**src/rtl/alu_pkg.sv**
```systemverilog
// Purpose: shared ALU control codes and FSM state encodings for the execute stage.
// Latency: n/a (definitions only).
// Backpressure: n/a.
//
// The ALU control decoder uses the same codes, so each code value is defined once, here.
package alu_pkg;

    localparam logic [2:0] ALU_ADD = 3'b000;
    localparam logic [2:0] ALU_SUB = 3'b001;
    localparam logic [2:0] ALU_AND = 3'b010;
    localparam logic [2:0] ALU_OR  = 3'b011;
    localparam logic [2:0] ALU_SLL = 3'b100;
    localparam logic [2:0] ALU_SRL = 3'b101;

    // FSM state encodings, kept as plain constants for compatibility with older code.
    localparam logic [0:0] ST_IDLE  = 1'b0;
    localparam logic [0:0] ST_SHIFT = 1'b1;

    function automatic logic is_shift_op(input logic [2:0] code);
        return (code == ALU_SLL) || (code == ALU_SRL);
    endfunction

endpackage

```
**src/rtl/alu_logic_unit.sv**
```systemverilog
// Purpose: combinational ADD/SUB/AND/OR with signed-overflow detection.
// Latency: 0 cycles (pure combinational).
// Backpressure: none; the output follows the inputs.
//
// Ports:
//   alu_ctrl  3-bit ALU code; 110/111 and the shift codes evaluate as ADD
//   op_a      first operand
//   op_b      second operand
//   result    ADD/SUB (modulo 2^WIDTH), AND or OR result
//   overflow  signed overflow for ADD/SUB, 0 for AND/OR
module alu_logic_unit
    import alu_pkg::*;
#(
    parameter int WIDTH = 32
) (
    input  logic [2:0]       alu_ctrl,
    input  logic [WIDTH-1:0] op_a,
    input  logic [WIDTH-1:0] op_b,
    output logic [WIDTH-1:0] result,
    output logic             overflow
);

    logic [WIDTH-1:0] sum;
    logic [WIDTH-1:0] diff;

    assign sum  = op_a + op_b;
    assign diff = op_a - op_b;

    always_comb begin
        result   = sum;
        overflow = 1'b0;
        case (alu_ctrl)
            ALU_SUB: begin
                result   = diff;
                // Operands of opposite sign whose difference flips away from op_a's sign.
                overflow = (op_a[WIDTH-1] != op_b[WIDTH-1]) &&
                           (diff[WIDTH-1] != op_a[WIDTH-1]);
            end
            ALU_AND: result = op_a & op_b;
            ALU_OR:  result = op_a | op_b;
            default: begin
                // ADD, plus the unused codes which alias to ADD.
                result   = sum;
                overflow = (op_a[WIDTH-1] == op_b[WIDTH-1]) &&
                           (sum[WIDTH-1] != op_a[WIDTH-1]);
            end
        endcase
    end

endmodule

```
**src/rtl/alu_multicycle.sv**
```systemverilog
// Purpose: execute-stage ALU; single-cycle logic/arith ops, iterative 1-bit-per-cycle shifts.
// Latency: 1 cycle for ADD/SUB/AND/OR and zero-amount shifts; shamt+1 cycles for shifts.
// Backpressure: busy is high while a shift iterates; start is ignored then (no queuing).
//
// Ports:
//   clk       rising-edge clock
//   rst       synchronous active-high reset (aborts any shift in flight)
//   start     request, accepted only in IDLE
//   alu_ctrl  000 ADD, 001 SUB, 010 AND, 011 OR, 100 SLL, 101 SRL (110/111 act as ADD)
//   op_a      first operand
//   op_b      second operand, also the value shifted for SLL/SRL
//   shamt     unsigned shift amount
//   busy      high while a shift iterates
//   done      one-cycle pulse when result/zero/overflow have just been updated
//   result    registered result, held until the next completion
//   zero      registered (result == 0)
//   overflow  registered signed overflow (ADD/SUB only)
module alu_multicycle
    import alu_pkg::*;
#(
    parameter int WIDTH = 32,
    parameter int SHW   = $clog2(WIDTH)
) (
    input  logic             clk,
    input  logic             rst,
    input  logic             start,
    input  logic [2:0]       alu_ctrl,
    input  logic [WIDTH-1:0] op_a,
    input  logic [WIDTH-1:0] op_b,
    input  logic [SHW-1:0]   shamt,
    output logic             busy,
    output logic             done,
    output logic [WIDTH-1:0] result,
    output logic             zero,
    output logic             overflow
);

    logic [0:0]       state;
    logic [WIDTH-1:0] work;
    logic [SHW-1:0]   cnt;
    logic             shift_left;

    logic [WIDTH-1:0] lu_result;
    logic             lu_overflow;
    logic             start_shift;
    logic [WIDTH-1:0] imm_result;
    logic             imm_overflow;
    logic [WIDTH-1:0] work_next;

    alu_logic_unit #(
        .WIDTH (WIDTH)
    ) u_logic (
        .alu_ctrl (alu_ctrl),
        .op_a     (op_a),
        .op_b     (op_b),
        .result   (lu_result),
        .overflow (lu_overflow)
    );

    // Only non-zero shifts go multicycle; a zero-amount shift completes like a logic op.
    assign start_shift = is_shift_op(alu_ctrl) && (shamt != '0);

    always_comb begin
        imm_result   = lu_result;
        imm_overflow = lu_overflow;
        if (is_shift_op(alu_ctrl)) begin
            imm_result   = op_b;
            imm_overflow = 1'b0;
        end
    end

    assign work_next = shift_left ? {work[WIDTH-2:0], 1'b0}
                                  : {1'b0, work[WIDTH-1:1]};

    assign busy = (state == ST_SHIFT);

    always_ff @(posedge clk) begin
        if (rst) begin
            state      <= ST_IDLE;
            work       <= '0;
            cnt        <= '0;
            shift_left <= 1'b0;
            done       <= 1'b0;
            result     <= '0;
            zero       <= 1'b1;
            overflow   <= 1'b0;
        end else begin
            done <= 1'b0;
            case (state)
                ST_IDLE: begin
                    if (start) begin
                        if (start_shift) begin
                            work       <= op_b;
                            cnt        <= shamt;
                            shift_left <= (alu_ctrl == ALU_SLL);
                            state      <= ST_SHIFT;
                        end else begin
                            result   <= imm_result;
                            zero     <= (imm_result == '0);
                            overflow <= imm_overflow;
                            done     <= 1'b1;
                        end
                    end
                end
                ST_SHIFT: begin
                    work <= work_next;
                    cnt  <= cnt - 1'b1;
                    // Last iteration: publish the shifted value in the same edge.
                    if (cnt == SHW'(1)) begin
                        result   <= work_next;
                        zero     <= (work_next == '0);
                        overflow <= 1'b0;
                        done     <= 1'b1;
                        state    <= ST_IDLE;
                    end
                end
                default: state <= ST_IDLE;
            endcase
        end
    end

endmodule

```
**config.mk**
```make
export PLATFORM = sky130hd
export DESIGN_NAME = alu_multicycle
export DESIGN_NICKNAME = d
export VERILOG_FILES = /design/src/rtl/alu_pkg.sv /design/src/rtl/alu_logic_unit.sv /design/src/rtl/alu_multicycle.sv
export SDC_FILE = /design/constraint.sdc
export NUM_CORES = 1
export LEC_CHECK = 0
export CAP_MARGIN = 0
export CORE_ASPECT_RATIO = 1.4
export CORE_MARGIN = 1
export CORE_UTILIZATION = 35
export CTS_BUF_LIST = sky130_fd_sc_hd__clkbuf_16
export CTS_CLUSTER_DIAMETER = 50
export DETAILED_ROUTE_END_ITERATION = 7
export PLACE_DENSITY = 0.63
export SYNTH_ARGS = -nofsm -noshare
export SYNTH_HDL_FRONTEND = slang
export SYNTH_HIERARCHICAL = 1
export SYNTH_SLANG_ARGS = --single-unit
```
**constraint.sdc**
```tcl
create_clock -name clk -period 4.72 [get_ports clk]
set_input_delay 0.944 -clock clk [delete_from_list [all_inputs] [get_ports clk]]
set_output_delay 0.944 -clock clk [all_outputs]
set_load 0.02 [all_outputs]
```
==> run metrics <==
Num CTS Buffers=9; Clk pwr share=0.228; final hold viol count=0; synth top area cells=dfxtp_1 16%, ha_1 13%, nand2_1 8.3%; register area share after synthesis=0.156; drt first pass iters=5; clock transition at the registers of the reported paths=around 0.060 ns; layout cell share with drive strength beyond 1=0.311; final cell count without fillers=2083; Vias=11778; hold path depth=2; Avg Vias per Cell=5.65; Design Area, Final=0.0142 mm^2; ys async rst share=0; final worst slack=0.140 ns; Mapped Nets=1539; CTS Sinks=74; number of synthesized flops with an enable pin=0; Slew @ Worst Pin=0.889 ns; relative slew slack=0.407; FF+latch area=0.00148 mm^2; CP Class=in2reg; CTS H-tree lvls=3; max-slew violation count=0; Hold Path End=result[19]; Antenna Cells=0; area added between synthesis and finish=49.7%; Avg WL per Cell=18.8 um; CP cell instances=clkdlybuf4s50_1, inv_1, ha_4, o211ai_1, a21oi_4, o21ai_4, a41oi_2, o21a_2, and2_4, a32o_1, o41a_1, or4_1, nor4_2, nand4_1, a221oi_2, a41oi_1, a21oi_1; total of fill cells in the finished design=2575; Top FF cell, synth=dfxtp_1; Placed Instance Area=0.0129 mm^2; largest net degree at the start of global routing=72; GRT Total Usage=0.275; final setup violation count=0; Pwr per Cell Area=210 mW/mm^2; Die Area=between 0.02 and 0.03 mm^2; Avg Cell Area, Syn=just under 7 um^2; Lkg Pwr=6.15 nW; Post-Syn Instances=1365; cell type with the largest total area after synthesis=dfxtp_1; Tmin final=4.58 ns; Worst setup EP type=flop; Multi-input gate area=0.00794 mm^2; Arr. time, crit path=4.85 ns; Seq pwr share=0.235; GP Congestion=approximately 1.0; hold path start=result[19]; nature of the critical path startpoint=primary input; Port-buffer cells=110; Die Wd=141 um; worst-skew pair later-pin latency=0.33 ns; Final #Nets=1892; first-pass GRT wire length=60000 um; cells on worst reg2reg path=5; Max stage delay cell, worst path=clkdlybuf4s50_1; worst reg2reg endpoint=zero; CTS tree=yes; Clock Tree Root=clkbuf_16; Top Ports=111; worst hold path class=reg2reg; Net Sw Frac=0.389; synthesis-stage register bit count=74; placed insts=roughly 2000; Post-Syn Area=0.00947 mm^2; Die Ht=between 150 and 200 um; DRC=0; outcome=finished clean; internal power=1.82 mW; YS warnings=6; vias in the first global route=11255; max-capacitance violation count=0; Antenna Nets Post-Route=0; starting density of the core=0.359; required time of the critical path=between 4 and 5 ns; Remaining Overflow, GRT=0; RR Startpoint=shift_left; Critical Path Fanout Max=6; Hold Buf Count CTS=0; synth unique cells=88; Max VDD drop=around 170 uV; CTS max path bufs=2; routed wire length=about 39000 um; Core Area=0.0264 mm^2; clock skew=~0.006 ns; Gate power share=0.537; Psw=around 1.2 mW; post-DP HPWL=approximately 31000 um; initial antenna violation count=0; worst slack, placed=-0.590 ns; 1st-iter DRT viols=approximately 770; Worst path max stage delay=0.49 ns; share of Yosys cell area claimed by the top area cell type=0.156; post-route setup TNS=0 ns; top achievable clock speed=~0.22 GHz; final worst-path cycle share=0.970; reg-to-reg slack, setup=between 2 and 2.5 ns; number of core rows=70
-- cell usage after synthesis, drive strengths merged, types with 20 or more instances --
cell type	count
nand2	211
a21oi	126
o21ai	111
inv	102
nor2	102
ha	97
dfxtp	74
buf	46
clkbuf	45
mux2i	36
a31oi	32
nor3	31
mux2	29
nor4	24
nand2b	20
-- metrics by stage --
step | hold WS (ns) | utilization | total power [mW]
detailed placement | 0.443 | 0.490 | 2.15
global placement | 0.438 | 0.490 | 2.13
floorplan | 0.444 | - | 1.46
CTS | 0.451 | 0.504 | 2.83
global route | 0.462 | 0.538 | 3.13
finish | 0.448 | 0.538 | 2.98
-- cells in the final DEF, fill, tap and decap left out, types with 28 or more instances in the layout --
| master | instances |
|---|---|
| o21ai_0 | 96 |
| dfxtp_1 | 73 |
| mux2_2 | 29 |
| a31oi_1 | 32 |
| inv_1 | 78 |
| nand2_1 | 209 |
| a21oi_1 | 103 |
| nor2_1 | 97 |
| ha_1 | 67 |
| mux2i_1 | 36 |
| nor3_1 | 29 |
| clkdlybuf4s50_1 | 81 |
| dlymetal6s2s_1 | 28 |
| buf_4 | 316 |
-- worst max path at each step --
stage / startpoint / end / slack [ns] / cells past startpoint
final: op_b[3] / zero / 0.14 / 17
after global routing: op_b[3] / zero / -0.03 / 17
after CTS: op_b[0] / zero / 0.03 / 18
after detailed placement: op_b[1] / zero / -0.59 / 18
after global placement: op_b[1] / zero / -0.55 / 18
after floorplan: op_a[3] / zero / 0.52 / 17
-- routing by layer --
| layer | global-route usage | up-vias | wire length (um) |
|---|---|---|---|
| met5 | 0 | - | 0 |
| met4 | 0.152 | 0 | 2300 |
| met3 | 0.0121 | 126 | 1920 |
| met2 | 0.492 | 479 | 19400 |
| met1 | 0.330 | 5549 | 15700 |
| li1 | - | 5624 | - |
-- cells by family (layout without fill, tap and decap cells) --
logic type | after synthesis | after routing | share of synthesized area
AOI/OAI and AO/OA | 457 | 457 | 0.318
adders and majority gates | 99 | 99 | 0.132
xor gates and xnor gates | 8 | 8 | 0.00740
buffers and inverters | 193 | 551 | 0.0874
DFF | 74 | 74 | 0.156
muxes | 65 | 65 | 0.0725
and+or+nand+nor | 469 | 469 | 0.226
-- critical path: cells and delay by family --
kind,cells,cell delay (ns)
AO/OA/AOI/OAI,10,2.05
adder cells (fa/ha/maj),1,0.25
buffers and inverters,2,0.58
AND/OR/NAND/NOR,4,1.02
-- power by group through the flow --
| stage | combinational [mW] | sequential, mW | clock (mW) |
|---|---|---|---|
| floorplan | 0.728 | 0.735 | 0 |
| global placement | 1.42 | 0.713 | 0 |
| detailed placement | 1.43 | 0.714 | 0 |
| CTS | 1.45 | 0.700 | 0.686 |
| global route | 1.72 | 0.705 | 0.714 |
| finish | 1.60 | 0.701 | 0.678 |
-- cell type report --
class | instances | area share
clock buffer | 9 | 0.0159
clock inverter | 7 | 0.00494
multi-input combinational | 1098 | 0.559
inverter | 102 | 0.0272
timing repair buffer | 433 | 0.256
sequential | 74 | 0.105
tap | 360 | 0.0318
-- timing repair --
| action | CTS | global route |
|---|---|---|
| pin swaps | 5 | 53 |
| hold endpoints to repair | 0 | 0 |
| setup buffers | 2 | 15 |
| setup endpoints to repair | 1 | 2 |
| gates resized for setup | 12 | 183 |
-- registers in the layout, summed over array words and instances, names as in the netlist --
name,flops
result,32
work,32
cnt,5
busy,1
done,1
overflow,1
shift_left,1
zero,1
No activity file was read; power rests on OpenSTA's default activity.
